[src/rtl/ntt_ctrl.sv]
// Sequencer for the in-place Kyber NTT/INTT over one 256-coefficient polynomial.
// Issues one butterfly per cycle for 7 layers and drains the datapath between layers.
module ntt_ctrl #(
  parameter int unsigned BF_LAT = 3
) (
  input  logic       clk,
  input  logic       rst,
  input  logic       start,
  input  logic       inv,
  output logic       busy,
  output logic       done,
  output logic       mode,
  output logic [2:0] layer,
  output logic       rd_en,
  output logic [7:0] rd_addr_a,
  output logic [7:0] rd_addr_b,
  output logic [6:0] zeta_idx,
  output logic       bf_valid,
  output logic       wr_en,
  output logic [7:0] wr_addr_a,
  output logic [7:0] wr_addr_b
);

  localparam int unsigned DL = 1 + BF_LAT;

  typedef enum logic [1:0] {IDLE, ISSUE, DRAIN, FIN} state_t;

  state_t      state, state_next;
  logic [6:0]  b_cnt, b_next;
  logic [2:0]  layer_cnt, layer_next;
  logic [15:0] drain_cnt, drain_next;
  logic        mode_next;

  logic [2:0]  lg;
  logic [3:0]  lg1;
  logic [7:0]  bw, span, grp, j_addr, zeta_fwd, zeta_inv;
  logic [6:0]  zeta_next;

  logic        dv [DL];
  logic [7:0]  da [DL];
  logic [7:0]  db [DL];

  always_comb begin
    state_next = state;
    b_next     = b_cnt;
    layer_next = layer_cnt;
    drain_next = drain_cnt;
    mode_next  = mode;
    case (state)
      IDLE: begin
        if (start) begin
          mode_next  = inv;
          layer_next = '0;
          b_next     = '0;
          state_next = ISSUE;
        end
      end
      ISSUE: begin
        b_next = b_cnt + 7'd1;
        if (b_cnt == 7'd127) begin
          drain_next = '0;
          state_next = DRAIN;
        end
      end
      DRAIN: begin
        // 1+BF_LAT idle cycles so the last write lands before the next layer's first read
        if (drain_cnt == 16'(BF_LAT)) begin
          if (layer_cnt == 3'd6) begin
            state_next = FIN;
          end else begin
            layer_next = layer_cnt + 3'd1;
            b_next     = '0;
            state_next = ISSUE;
          end
        end else begin
          drain_next = drain_cnt + 16'd1;
        end
      end
      FIN:     state_next = IDLE;
      default: state_next = IDLE;
    endcase
  end

  always_comb begin
    lg        = mode ? (layer_cnt + 3'd1) : (3'd7 - layer_cnt);
    lg1       = {1'b0, lg} + 4'd1;
    bw        = {1'b0, b_cnt};
    span      = 8'd1 << lg;
    grp       = bw >> lg;
    j_addr    = (grp << lg1) | (bw & (span - 8'd1));
    zeta_fwd  = (8'd1 << layer_cnt) + grp;
    zeta_inv  = (8'd128 >> layer_cnt) - 8'd1 - grp;
    zeta_next = mode ? zeta_inv[6:0] : zeta_fwd[6:0];
  end

  always_ff @(posedge clk) begin
    if (rst) begin
      state     <= IDLE;
      b_cnt     <= '0;
      layer_cnt <= '0;
      drain_cnt <= '0;
      mode      <= 1'b0;
      busy      <= 1'b0;
      done      <= 1'b0;
      rd_en     <= 1'b0;
      layer     <= '0;
      rd_addr_a <= '0;
      rd_addr_b <= '0;
      zeta_idx  <= '0;
    end else begin
      state     <= state_next;
      b_cnt     <= b_next;
      layer_cnt <= layer_next;
      drain_cnt <= drain_next;
      mode      <= mode_next;
      busy      <= (state == ISSUE) || (state == DRAIN);
      done      <= (state == FIN);
      rd_en     <= (state == ISSUE);
      if (state == ISSUE) begin
        layer     <= layer_cnt;
        rd_addr_a <= j_addr;
        rd_addr_b <= j_addr + span;
        zeta_idx  <= zeta_next;
      end
    end
  end

  always_ff @(posedge clk) begin
    if (rst) begin
      for (int unsigned i = 0; i < DL; i++) begin
        dv[i] <= 1'b0;
        da[i] <= '0;
        db[i] <= '0;
      end
    end else begin
      dv[0] <= rd_en;
      da[0] <= rd_addr_a;
      db[0] <= rd_addr_b;
      for (int unsigned i = 1; i < DL; i++) begin
        dv[i] <= dv[i-1];
        da[i] <= da[i-1];
        db[i] <= db[i-1];
      end
    end
  end

  assign bf_valid  = dv[0];
  assign wr_en     = dv[DL-1];
  assign wr_addr_a = da[DL-1];
  assign wr_addr_b = db[DL-1];

endmodule
[config.mk]
export PLATFORM = sky130hd
export DESIGN_NAME = ntt_ctrl
export DESIGN_NICKNAME = d
export VERILOG_FILES = /design/src/rtl/ntt_ctrl.sv
export SDC_FILE = /design/constraint.sdc
export NUM_CORES = 1
export LEC_CHECK = 0
export ABC_AREA = 1
export BUFFER_PORTS_ARGS = -buffer_cell sky130_fd_sc_hd__buf_4
export CAP_MARGIN = 20
export CORE_MARGIN = 4
export CORE_UTILIZATION = 30
export DETAILED_ROUTE_END_ITERATION = 8
export SLEW_MARGIN = 20
export SYNTH_ARGS = -nofsm -noshare
export SYNTH_HDL_FRONTEND = slang
export SYNTH_SLANG_ARGS = --single-unit
[constraint.sdc]
create_clock -name clk -period 4.25 [get_ports clk]
set_input_delay 0.425 -clock clk [delete_from_list [all_inputs] [get_ports clk]]
set_output_delay 0.425 -clock clk [all_outputs]
set_load 0.005 [all_outputs]
After elaboration in Yosys (flattened, before gate mapping). Memory sizes are Yosys's and may differ from the RTL's. Cells that the tools add are included.

Flip-flop bits (word level): 58. Bits in writable memories: 68. Memories: 3. Output and inout port bits: 48.

Shift-type cells: 5. Add/subtract/negate cells: 10. Bitwise logic cells: 14. Multiplexer cells: 33. Reduce and logical (&&, ||, !) cells: 10. Eq/ne operators: 11.

Memory list: da (words 4, width 8, rd ports 4, clocked after Yosys merged registers in 0, wr ports 4, line 40) `logic [7:0] da [DL];`; db (words 4, width 8, rd ports 4, clocked after Yosys merged registers in 0, wr ports 4, line 41) `logic [7:0] db [DL];`; dv (words 4, width 1, rd ports 4, clocked after Yosys merged registers in 0, wr ports 4, line 39) `logic dv [DL];`.

Operators with widths (number): 8-bit two-way mux (8); 16-bit two-way mux (2); 16-bit case mux with 2 select lines (1); 7-bit two-way mux (4); 7-bit case mux with 3 select lines (1); 16-bit by 1-bit adder with 16-bit output, second input constant (1); 16-bit by 2-bit == test with 1-bit output, second input constant (1); 3-bit two-way mux (4); 1-bit bitwise OR (12); 2-bit inequality test, second input constant (5); 8-bit adder (1); 7-bit by 8-bit AND with 8-bit output (1); 2-bit two-way mux (4); 8-bit bitwise OR (1); 2-bit case mux with 4 select lines (1); 4-bit AND reduction (2); 1-bit by 3-bit left shift with 8-bit output, first input constant (1); 8-bit by 4-bit left shift with 8-bit output (1); 7-bit by 3-bit right shift with 8-bit output (1); 8-bit by 3-bit right shift with 7-bit output, first input constant (1); 8-bit by 1-bit subtractor with 8-bit output, second input constant (1); 7-bit by 1-bit adder with 7-bit output, second input constant (1); 7-bit adder (1); 7-bit == test, second input constant (1); other kinds (17) (26).

Depth between registers and ports, before layout. Gate-level depths: netlist of the first run.

Depth after elaboration: 7. Gate-level depth with buffers: 30.

Worst setup path before layout of the first run. Ideal clock, no wire load.

Path kind: register to register. From: register layer_cnt[0]. To: register rd_addr_b[6]. Buffers on the path: 2. Arrival time: 3.453 ns. Stages on the path, launching flop included: 23. Setup time: 0.058 ns. Period minus slack after synthesis: 3.511 ns. Data required time: 4.192 ns. Setup slack: 0.739 ns. Path through: dfxtp_1 inv_2 buf_6 buf_2 ha_1 inv_1 nand2_4 nand2_4 nand2_2 nor2_1 inv_1 ha_1 or2_2 nand2_1 inv_1 fa_1 o21ai_0 nand2_1 nand2_1 a21o_1 xor2_1 o22ai_1 inv_1.

Cells in the longest elaborated chain, start to end: 7.

Ends and longest elaborated chain: start, declared (line 30) `logic [2:0] layer_cnt, layer_next;`; start signal, assigned (line 113) `layer_cnt <= layer_next;`; 3-bit subtractor or 3-bit by 1-bit adder with 3-bit output (tied branches) (line 85) `lg = mode ? (layer_cnt + 3'd1) : (3'd7 - layer_cnt);`; 3-bit two-way mux (*) (line 85); 1-bit by 3-bit left shift with 8-bit output (line 88) `span = 8'd1 << lg;`; 8-bit by 1-bit subtractor with 8-bit output (line 90) `j_addr = (grp << lg1) | (bw & (span - 8'd1));`; 7-bit by 8-bit AND with 8-bit output (line 90); 8-bit bitwise OR (*) (line 90); net j_addr[1] (line 36) `logic [7:0] bw, span, grp, j_addr, zeta_fwd, zeta_inv;`; 8-bit adder (*) (line 122) `rd_addr_b <= j_addr + span;`; end signal, assigned (line 122); end, declared (line 16) `output logic [7:0] rd_addr_b,`.

Mark *: on every way through the listed nets, which the timed path passes. The rest lies on a longest branch. A chain may end at the register's enable or synchronous reset.

Final worst setup path of the first run. Ends and elaborated chain as after synthesis.

==> flow_summary.ini, run 1 <==
[grt]
track_usage_pct = 12.57
grt_pass1_vias = 5129
grt-ovfl-total = 0
grt_max_degree = 54
antenna_found_initial = 0
grt_pass1_wl_mm = 25.09

[outcome]
status = completed

[drt]
wl_per_cell_um = 11.88
drt_wl_total_mm = 14.75
via_per_inst = 4.396
drc = 0
firstDrtPassIters = 5
ant_nets = 0
vias = 5455
drt_iter0_drc = 323

[sta]
finalWorstPathRequiredPeriod_ns = 3.779
worst_slew_pin_slew_ns = 0.5821
drv_slew = 0
setup_violations = 0
worst_hold_slack_ns = 0.2989
fmax_mhz = 264.6
rsz0062_at_grt = no
finClkSkew_ns = 0.01113
setup-tns-final_ns = 0
hold_viol = 0
period_share_pct = 88.91
setup_slack_ns = 0.4714
worst_slew_margin_rel_pct = 61.20

[synthesis]
synthDistinctLibCells = 49
synthCells = 916
yosys_warnings = 0
synth-async-reset-ratio_pct = 0
synth-edff-count = 0
syn-num-nets = 958
netlist_area_um2 = 6583
syn-mean-instance-area_um2 = 7.186
ys_ff_latch = 126
ys_seq_area_share_pct = 38.32
synth_top_flop_cell = dfxtp_1

[finish]
layout-drive-gt1-share_pct = 14.60
utilization_pct = 36.27
fin_cells = 1241
nets = 995
antenna_cells = 0
syn2layout_area_growth_pct = 17.30
mostFrequentLayoutCells = 183 x nand2_1, 146 x inv_1, 126 x dfxtp_1, 122 x nor2_1, 62 x nand3_1
stdcell_area_um2 = 7721
final_common_cell = nand2_1

[power_and_ir_drop]
ir_drop_uv = 209.3
p_per_area_nw_per_um2 = 552.7
fin_total_pwr_mw = 4.268
power_leakage_nw = 3.489

[floorplan]
dieHeight_um = 156.1
die_x_um = 156.1
io-pin-count = 52
start_util_pct = 30.92
fp-row-count = 53
core_um2 = 21290
dieArea_um2 = 24380

[cts]
hold_buffers = 0
clock_path_buffers = 2
cts_tree = yes
htreeDepth = 4
cts.clk_slew.worst_paths_ns = 0.06
postCtsSetupBuffers = 0
cts_resized = 0
insertion_delay_ns = 0.41
cts_root_buffer = clkbuf_16
clock_sinks = 126
cts_buffers = 17

[flow_run]
maxCapViolCount = 0

[setup_path]
worstPathMaxFanout = 10
critPathLaunchType = flop
critical_path_class = flop to flop
worstPathRequired_ns = 4.60
cp_data_arrival_time_ns = 4.13
end_kind = flop

[worst_hold_path]
hold_class = primary input to flop

[place]
port_buffers = 51
dpl_cell_area_um2 = 7132
dp_cells = 1209
dp_slack_ns = 0.5049
dp_hpwl_mm = 10.75
place.gp.congestion = 0.9001
==> final timing paths <==
check | to | cells after the start | start | slack, ns
max | rd_addr_b[6] | 17 | layer_cnt[0] | 0.47
min reg2reg | da[2][3] | 2 | da[1][3] | 0.39
max reg2reg | rd_addr_b[6] | 17 | layer_cnt[0] | 0.47
min | mode | 3 | inv | 0.30
==> kinds of logic (layout without fill, tap and decap cells) <==
kind of cell	Yosys count	count (layout)	share of synthesized area (%)
buffers and inverters	196	246	12.49
adder cells (fa/ha/maj)	38	38	7.565
AND/OR/NAND/NOR	426	426	28.76
flip-flops	126	126	38.32
AO/OA/AOI/OAI	104	104	9.295
XOR/XNOR	26	26	3.574
==> sequential cells by signal, indices dropped and copies added, names as in the netlist <==
register   cells
da            32
db            32
drain_cnt     16
rd_addr_a      8
rd_addr_b      8
b_cnt          7
zeta_idx       7
dv             4
layer          3
layer_cnt      3
state          2
busy           1
done           1
mode           1
rd_en          1
==> cell type report <==
| class | instances | area [µm²] |
|---|---|---|
| well taps | 275 | 344.1 |
| fillers | 2228 | 13570 |
| clock buffers | 19 | 432.9 |
| multi-input cells | 594 | 3238 |
| flip-flops and latches | 126 | 2522 |
| inverters | 156 | 591.8 |
| clock inverters | 13 | 156.4 |
| repair buffers | 58 | 435.4 |
==> power breakdown <==
group          internal, mW  switching, mW  total (mW)
Sequential             1.37         0.0960        1.47
Combinational         0.497          0.855        1.35
Clock                 0.878          0.567        1.45
Total                  2.75           1.52        4.27
==> routing by layer <==
layer | wire, µm | vias to the layer above | GRT usage [%]
li1 | - | 2920 | -
met1 | 7060 | 2440 | 16.14
met2 | 6989 | 81 | 20.98
met3 | 497 | 14 | 2.552
met4 | 201 | 0 | 4.504
met5 | 0 | - | 0
==> cells in the mapped netlist (all sizes together) (2+ instances only) <==
library cell    n  area share, %
fa              3           0.91
nor2          128            7.5
or2             4           0.38
ha             35            6.7
dfxtp         126             38
nand3          72            6.3
nand3b          3           0.34
clkinv          3           0.19
inv           153            8.8
nand4          10           0.95
o21a            2           0.23
o211ai          2           0.23
o22ai           9           0.95
xor2           22            3.0
o221ai          2           0.27
clkbuf         12           0.68
buf            28            2.8
nand2         199             12
o21ai          32            3.1
xnor2           4           0.53
nor3            6           0.53
a21oi          52            4.0
nor4            3           0.38
==> critical path, stage by stage, from the launching register on <==
cell	delay, ns
dfxtp_1	0.53
ha_1	0.30
ha_1	0.31
o21ai_4	0.33
nor2_1	0.13
inv_1	0.12
ha_1	0.23
or2_2	0.29
nand2_1	0.11
inv_1	0.07
fa_1	0.43
o21ai_0	0.29
nand2_1	0.09
nand2_1	0.08
a21o_1	0.12
xor2_1	0.15
o22ai_1	0.08
inv_1	0.06
No activity file was read; power rests on OpenSTA's default activity.
==> run 2, diff against run 1 <==
clock period = 4.16 ns   (was 4.25 ns; I/O delays follow)
==> run 2 against run 1 <==
First-iteration DRC count shrank 10%. Sequential share of layout area is essentially flat. Sequential cell count is the same. Combinational power is essentially flat. Via count grew 1.0%. Highest routed layer unchanged. Register-to-register slack lost 0.04 ns. Clock skew grew 0.0038 ns. Cell area grew 0.13%. Critical path depth is the same. Fmax grew 1.2%. Die area is the same. Sequential power is essentially flat.
==> flow_summary.ini, run 2 (same netlist as run 1, synthesis figures left out) <==
[cts]
clock_path_buffers = 2
cts_root_buffer = clkbuf_16
cts.clk_slew.worst_paths_ns = 0.06
hold_buffers = 0
htreeDepth = 4
insertion_delay_ns = 0.41
cts_buffers = 17
clock_sinks = 126
cts_tree = yes
postCtsSetupBuffers = 0
cts_resized = 0

[sta]
hold_viol = 0
fmax_mhz = 267.9
finClkSkew_ns = 0.01492
finalWorstPathRequiredPeriod_ns = 3.733
rsz0062_at_grt = no
drv_slew = 0
setup-tns-final_ns = 0
worst_slew_margin_rel_pct = 55.15
period_share_pct = 89.73
setup_violations = 0
worst_slew_pin_slew_ns = 0.6721

[setup_path]
crit_family = adder cells
crit_path_max_incr_delay_ns = 0.48
path_depth = 17
worstPathRequired_ns = 4.52
critical_path_class = flop to flop
crit_path_end = rd_addr_b[6]
cp_cell_sequence = ha_1 > ha_1 > o21ai_4 > nor2_1 > inv_1 > ha_1 > or2_2 > nand2_1 > inv_1 > fa_1 > o21ai_0 > nand2_1 > nand2_1 > a21o_1 > xor2_1 > o22ai_1 > inv_1
worstPathMaxFanout = 10
cp_data_arrival_time_ns = 4.09
crit_start = layer_cnt[1]
r2r_end = rd_addr_b[6]
r2r_cells = 17
crit_buf_inv = 3
worstReg2RegStart = layer_cnt[1]
critPathLaunchType = flop
end_kind = flop
r2r_slack_ns = 0.43
crit_slowest_cell = dfxtp_1

[floorplan]
dieArea_um2 = 24380
fp-row-count = 53
dieHeight_um = 156.1
die_x_um = 156.1
io-pin-count = 52
start_util_pct = 30.92
core_um2 = 21290

[place]
port_buffers = 51
place.gp.congestion = 0.8900
dp_hpwl_mm = 10.73

[finish]
layout-drive-gt1-share_pct = 14.63
reg.largest.list = da x32, db x32, drain_cnt x16
mostFrequentLayoutCells = 183 x nand2_1, 146 x inv_1, 126 x dfxtp_1, 121 x nor2_1, 62 x nand3_1
nets = 994
syn2layout_area_growth_pct = 17.45
antenna_cells = 0
final_common_cell = nand2_1
register_area_um2 = 2522
multiInputGateArea_um2 = 3241
fillers = 2220
utilization_pct = 36.32

[flow_run]
maxCapViolCount = 0

[power_and_ir_drop]
clock_power_share_pct = 34.4
seq_power_share_pct = 34.2
swShare_pct = 34.67
intPower_mw = 2.869
p_comb_share_pct = 31.3
power_leakage_nw = 3.489
p_per_area_nw_per_um2 = 568.0
ir_drop_uv = 232.0
p_switching_mw = 1.523

[drt]
vias = 5511
via_per_inst = 4.448
ant_nets = 0
wl_per_cell_um = 11.98
firstDrtPassIters = 5
drt_wl_total_mm = 14.84
drt_iter0_drc = 290
drc = 0

[outcome]
status = completed

[grt]
grt_pass1_vias = 5244
grt_pass1_wl_mm = 25.39
antenna_found_initial = 0
track_usage_pct = 12.69
grt-ovfl-total = 0
grt_max_degree = 54

[worst_hold_path]
hold_class = primary input to flop
run 2: per-layer routing:
metal / share of wire [%] / wire length (µm) / vias to the layer above / GRT usage (%)
li1: - / - / 2922 / -
met1: 47 / 6980 / 2451 / 15.97
met2: 46 / 6862 / 113 / 20.94
met3: 4.1 / 613 / 25 / 3.107
met4: 2.6 / 381 / 0 / 5.041
met5: 0 / 0 / - / 0
run 2: how the worst min path moves through the flow:
| stage | from | endpoint | slack, ns | depth (start not counted) |
|---|---|---|---|---|
| after detailed placement | da[2][3] | da[3][3] | 0.39 | 2 |
| after floorplan | da[0][0] | da[1][0] | 0.39 | 2 |
| after CTS | inv | mode | 0.29 | 3 |
| after global routing | start | mode | 0.32 | 3 |
| final | inv | mode | 0.30 | 3 |
| after global placement | da[1][7] | da[2][7] | 0.39 | 2 |
run 2: worst reg2reg max path: stages, from the launching register on:
cell and delay (ns):
dfxtp_1 0.48, ha_1 0.30, ha_1 0.32, o21ai_4 0.35
nor2_1 0.13, inv_1 0.12, ha_1 0.23, or2_2 0.29
nand2_1 0.12, inv_1 0.07, fa_1 0.42, o21ai_0 0.29
nand2_1 0.08, nand2_1 0.07, a21o_1 0.11, xor2_1 0.15
o22ai_1 0.09, inv_1 0.07
run 2: through the flow:
step	setup slack [ns]	total power, mW	instance area (µm²)	std cells	hold WS [ns]
after floorplan	0.6489	2.490	6583	916	0.3883
after global placement	0.5227	2.907	7124	1208	0.3888
after detailed placement	0.4268	2.912	7124	1208	0.3925
after CTS	0.4053	4.445	7729	1239	0.2871
after global routing	0.08467	4.701	7731	1239	0.3169
final	0.4271	4.391	7731	1239	0.3039
run 2: cell type report:
cell class	instances	area share, %
clock inverter	12	2.088
clock buffer	19	5.729
sequential	126	32.63
multi-input combinational	594	41.92
timing repair buffer	57	5.535
tap	275	4.451
inverter	156	7.655
run 2: power by group through the flow:
| stage | combinational [mW] | sequential (mW) | clock, mW |
|---|---|---|---|
| 6_report | 1.38 | 1.50 | 1.51 |
| 5_1_grt | 1.57 | 1.53 | 1.61 |
| 4_1_cts | 1.39 | 1.51 | 1.55 |
| 3_5_place_dp | 1.38 | 1.53 | 0 |
| 3_3_place_gp | 1.38 | 1.53 | 0 |
| 2_1_floorplan | 0.970 | 1.52 | 0 |
==> run 3, diff against run 2 <==
--- a/config.mk
+++ b/config.mk
@@ -12,3 +12,5 @@
 export CORE_UTILIZATION = 30
+export CTS_CLUSTER_DIAMETER = 80
 export DETAILED_ROUTE_END_ITERATION = 8
+export PLACE_DENSITY = 0.56
 export SLEW_MARGIN = 20
==> constraint.sdc (replaced) <==
create_clock -name clk -period 4.16 [get_ports clk]
set_input_delay 0.832 -clock clk [delete_from_list [all_inputs] [get_ports clk]]
set_output_delay 0.832 -clock clk [all_outputs]
set_load 0.005 [all_outputs]
==> run 3 against run 2 <==
Register-to-register slack about the same. Clock skew down 0.0057 ns. Cell area down 0.11%. Clock power down 3%. Setup slack better by 0.012 ns. Sequential cell count unchanged. Final cell count up 0.24%. Fmax up 0.32%. Critical path depth up 3. Sequential power about the same. Power down 1.0%.
==> flow_summary.ini, run 3 (same netlist as run 1, synthesis figures left out) <==
[finish]
mostFrequentLayoutCells = 183 x nand2_1, 146 x inv_1, 126 x dfxtp_1, 122 x nor2_1, 62 x nand3_1
stdcell_area_um2 = 7722
nets = 996
reg.largest.list = da x32, db x32, drain_cnt x16
antenna_cells = 0
fin_cells = 1242
layout-drive-gt1-share_pct = 14.79
syn2layout_area_growth_pct = 17.32
final_common_cell = nand2_1
fillers = 2229

[place]
port_buffers = 51
dp_hpwl_mm = 10.86
dp_slack_ns = 0.4663
dpl_cell_area_um2 = 7139
place.gp.congestion = 0.8734
dp_cells = 1210

[setup_path]
r2r_slack_ns = 0.44
crit_slowest_cell = dfxtp_1
worstPathRequired_ns = 4.52
crit_path_max_incr_delay_ns = 0.55
end_kind = flop
worstPathMaxFanout = 12
r2r_cells = 20
critical_path_class = flop to flop
critPathLaunchType = flop
critPathMostFrequentCell = inv_1
cp_cell_sequence = inv_2 > ha_1 > inv_1 > nand2_4 > nand2_4 > nand2_2 > nor2_1 > inv_1 > ha_1 > or2_2 > nand2_1 > inv_1 > fa_1 > o21ai_0 > nand2_1 > nand2_1 > a21o_1 > xor2_1 > o22ai_1 > inv_1
cp_data_arrival_time_ns = 4.09

[worst_hold_path]
holdPathStages = 2
hold_class = flop to flop

[sta]
finClkSkew_ns = 0.009243
worst_slew_margin_rel_pct = 58.68
worst_hold_slack_ns = 0.3963
finalWorstPathRequiredPeriod_ns = 3.721
worst_slew_pin_slew_ns = 0.6198
setup-tns-final_ns = 0
setup_slack_ns = 0.4392
fmax_mhz = 268.8
hold_viol = 0
rsz0062_at_grt = no
period_share_pct = 89.44
drv_slew = 0
setup_violations = 0

[drt]
firstDrtPassIters = 5
via_per_inst = 4.427
vias = 5498
drc = 0
ant_nets = 0
wl_per_cell_um = 12.03
drt_iter0_drc = 318
drt_wl_total_mm = 14.94

[grt]
grt_pass1_wl_mm = 25.62
grt-ovfl-total = 0
antenna_found_initial = 0
grt_pass1_vias = 5212
track_usage_pct = 12.83
grt_max_degree = 65

[cts]
cts_root_buffer = clkbuf_16
cts.clk_slew.worst_paths_ns = 0.06
htreeDepth = 4
clock_sinks = 126
cts_resized = 0
insertion_delay_ns = 0.41
cts_buffers = 17
hold_buffers = 0
clock_path_buffers = 2
cts_tree = yes
postCtsSetupBuffers = 0

[power_and_ir_drop]
p_per_area_nw_per_um2 = 562.9
ir_drop_uv = 226.3
power_leakage_nw = 3.492

[floorplan]
dieHeight_um = 156.1
core_um2 = 21290
start_util_pct = 30.92
io-pin-count = 52
die_x_um = 156.1
fp-row-count = 53
dieArea_um2 = 24380

[flow_run]
maxCapViolCount = 0

[outcome]
status = completed
-- run 3: cell count changes in the layout (fill, tap and decap cells not counted) --
cell / delta
bufinv_16: -1
inv_6: +4
nor2_1: +1
nor2_2: -1
buf_4: +2
clkinv_4: -2
clkbuf_8: -1
clkinv_2: +1
-- run 3: through the flow --
step	total power [mW]	util [%]
finish	4.347	36.28
global route	4.657	36.28
global placement	2.914	33.50
floorplan	2.490	-
CTS	4.403	36.28
detailed placement	2.922	33.54
-- run 3: path summary, 6_finish.rpt --
kind,from,endpoint
worst max-delay path,layer_cnt[0],rd_addr_b[6]
worst max register to register,layer_cnt[0],rd_addr_b[6]
worst min-delay path,db[0][3],db[1][3]
worst min register to register,db[0][3],db[1][3]
-- run 3: layer usage --
layer / vias to the layer above / GRT usage (%) / part of all wire [%]
met2: 81 / 21.19 / 47
met1: 2487 / 17.02 / 48
met5: - / 0 / 0
li1: 2920 / - / -
met3: 10 / 2.607 / 3.6
met4: 0 / 3.760 / 1.1
-- run 3: power breakdown --
group          total, mW  internal [mW]  switching [mW]
combinational       1.38          0.508           0.872
sequential          1.51           1.40           0.101
clock               1.46          0.891           0.571
total               4.35           2.80            1.54
-- run 3: final cells by class --
cell class,instances,area (µm²),share of cell area (%)
flip-flops and latches,126,2522,32.66
clock inverters,14,153.9,1.993
inverters,156,591.8,7.664
repair buffers,59,442.9,5.736
multi-input cells,594,3238,41.93
well taps,275,344.1,4.456
clock buffers,18,429.2,5.557
-- run 3: worst max-delay path: cells and delay by family, from the launching register on --
kind	cells	cell delay (ns)
buf+inv	5	0.41
flops	1	0.55
xor+xnor	1	0.15
simple gates	8	1.01
compound gates	3	0.49
fa+ha+maj	3	1.06
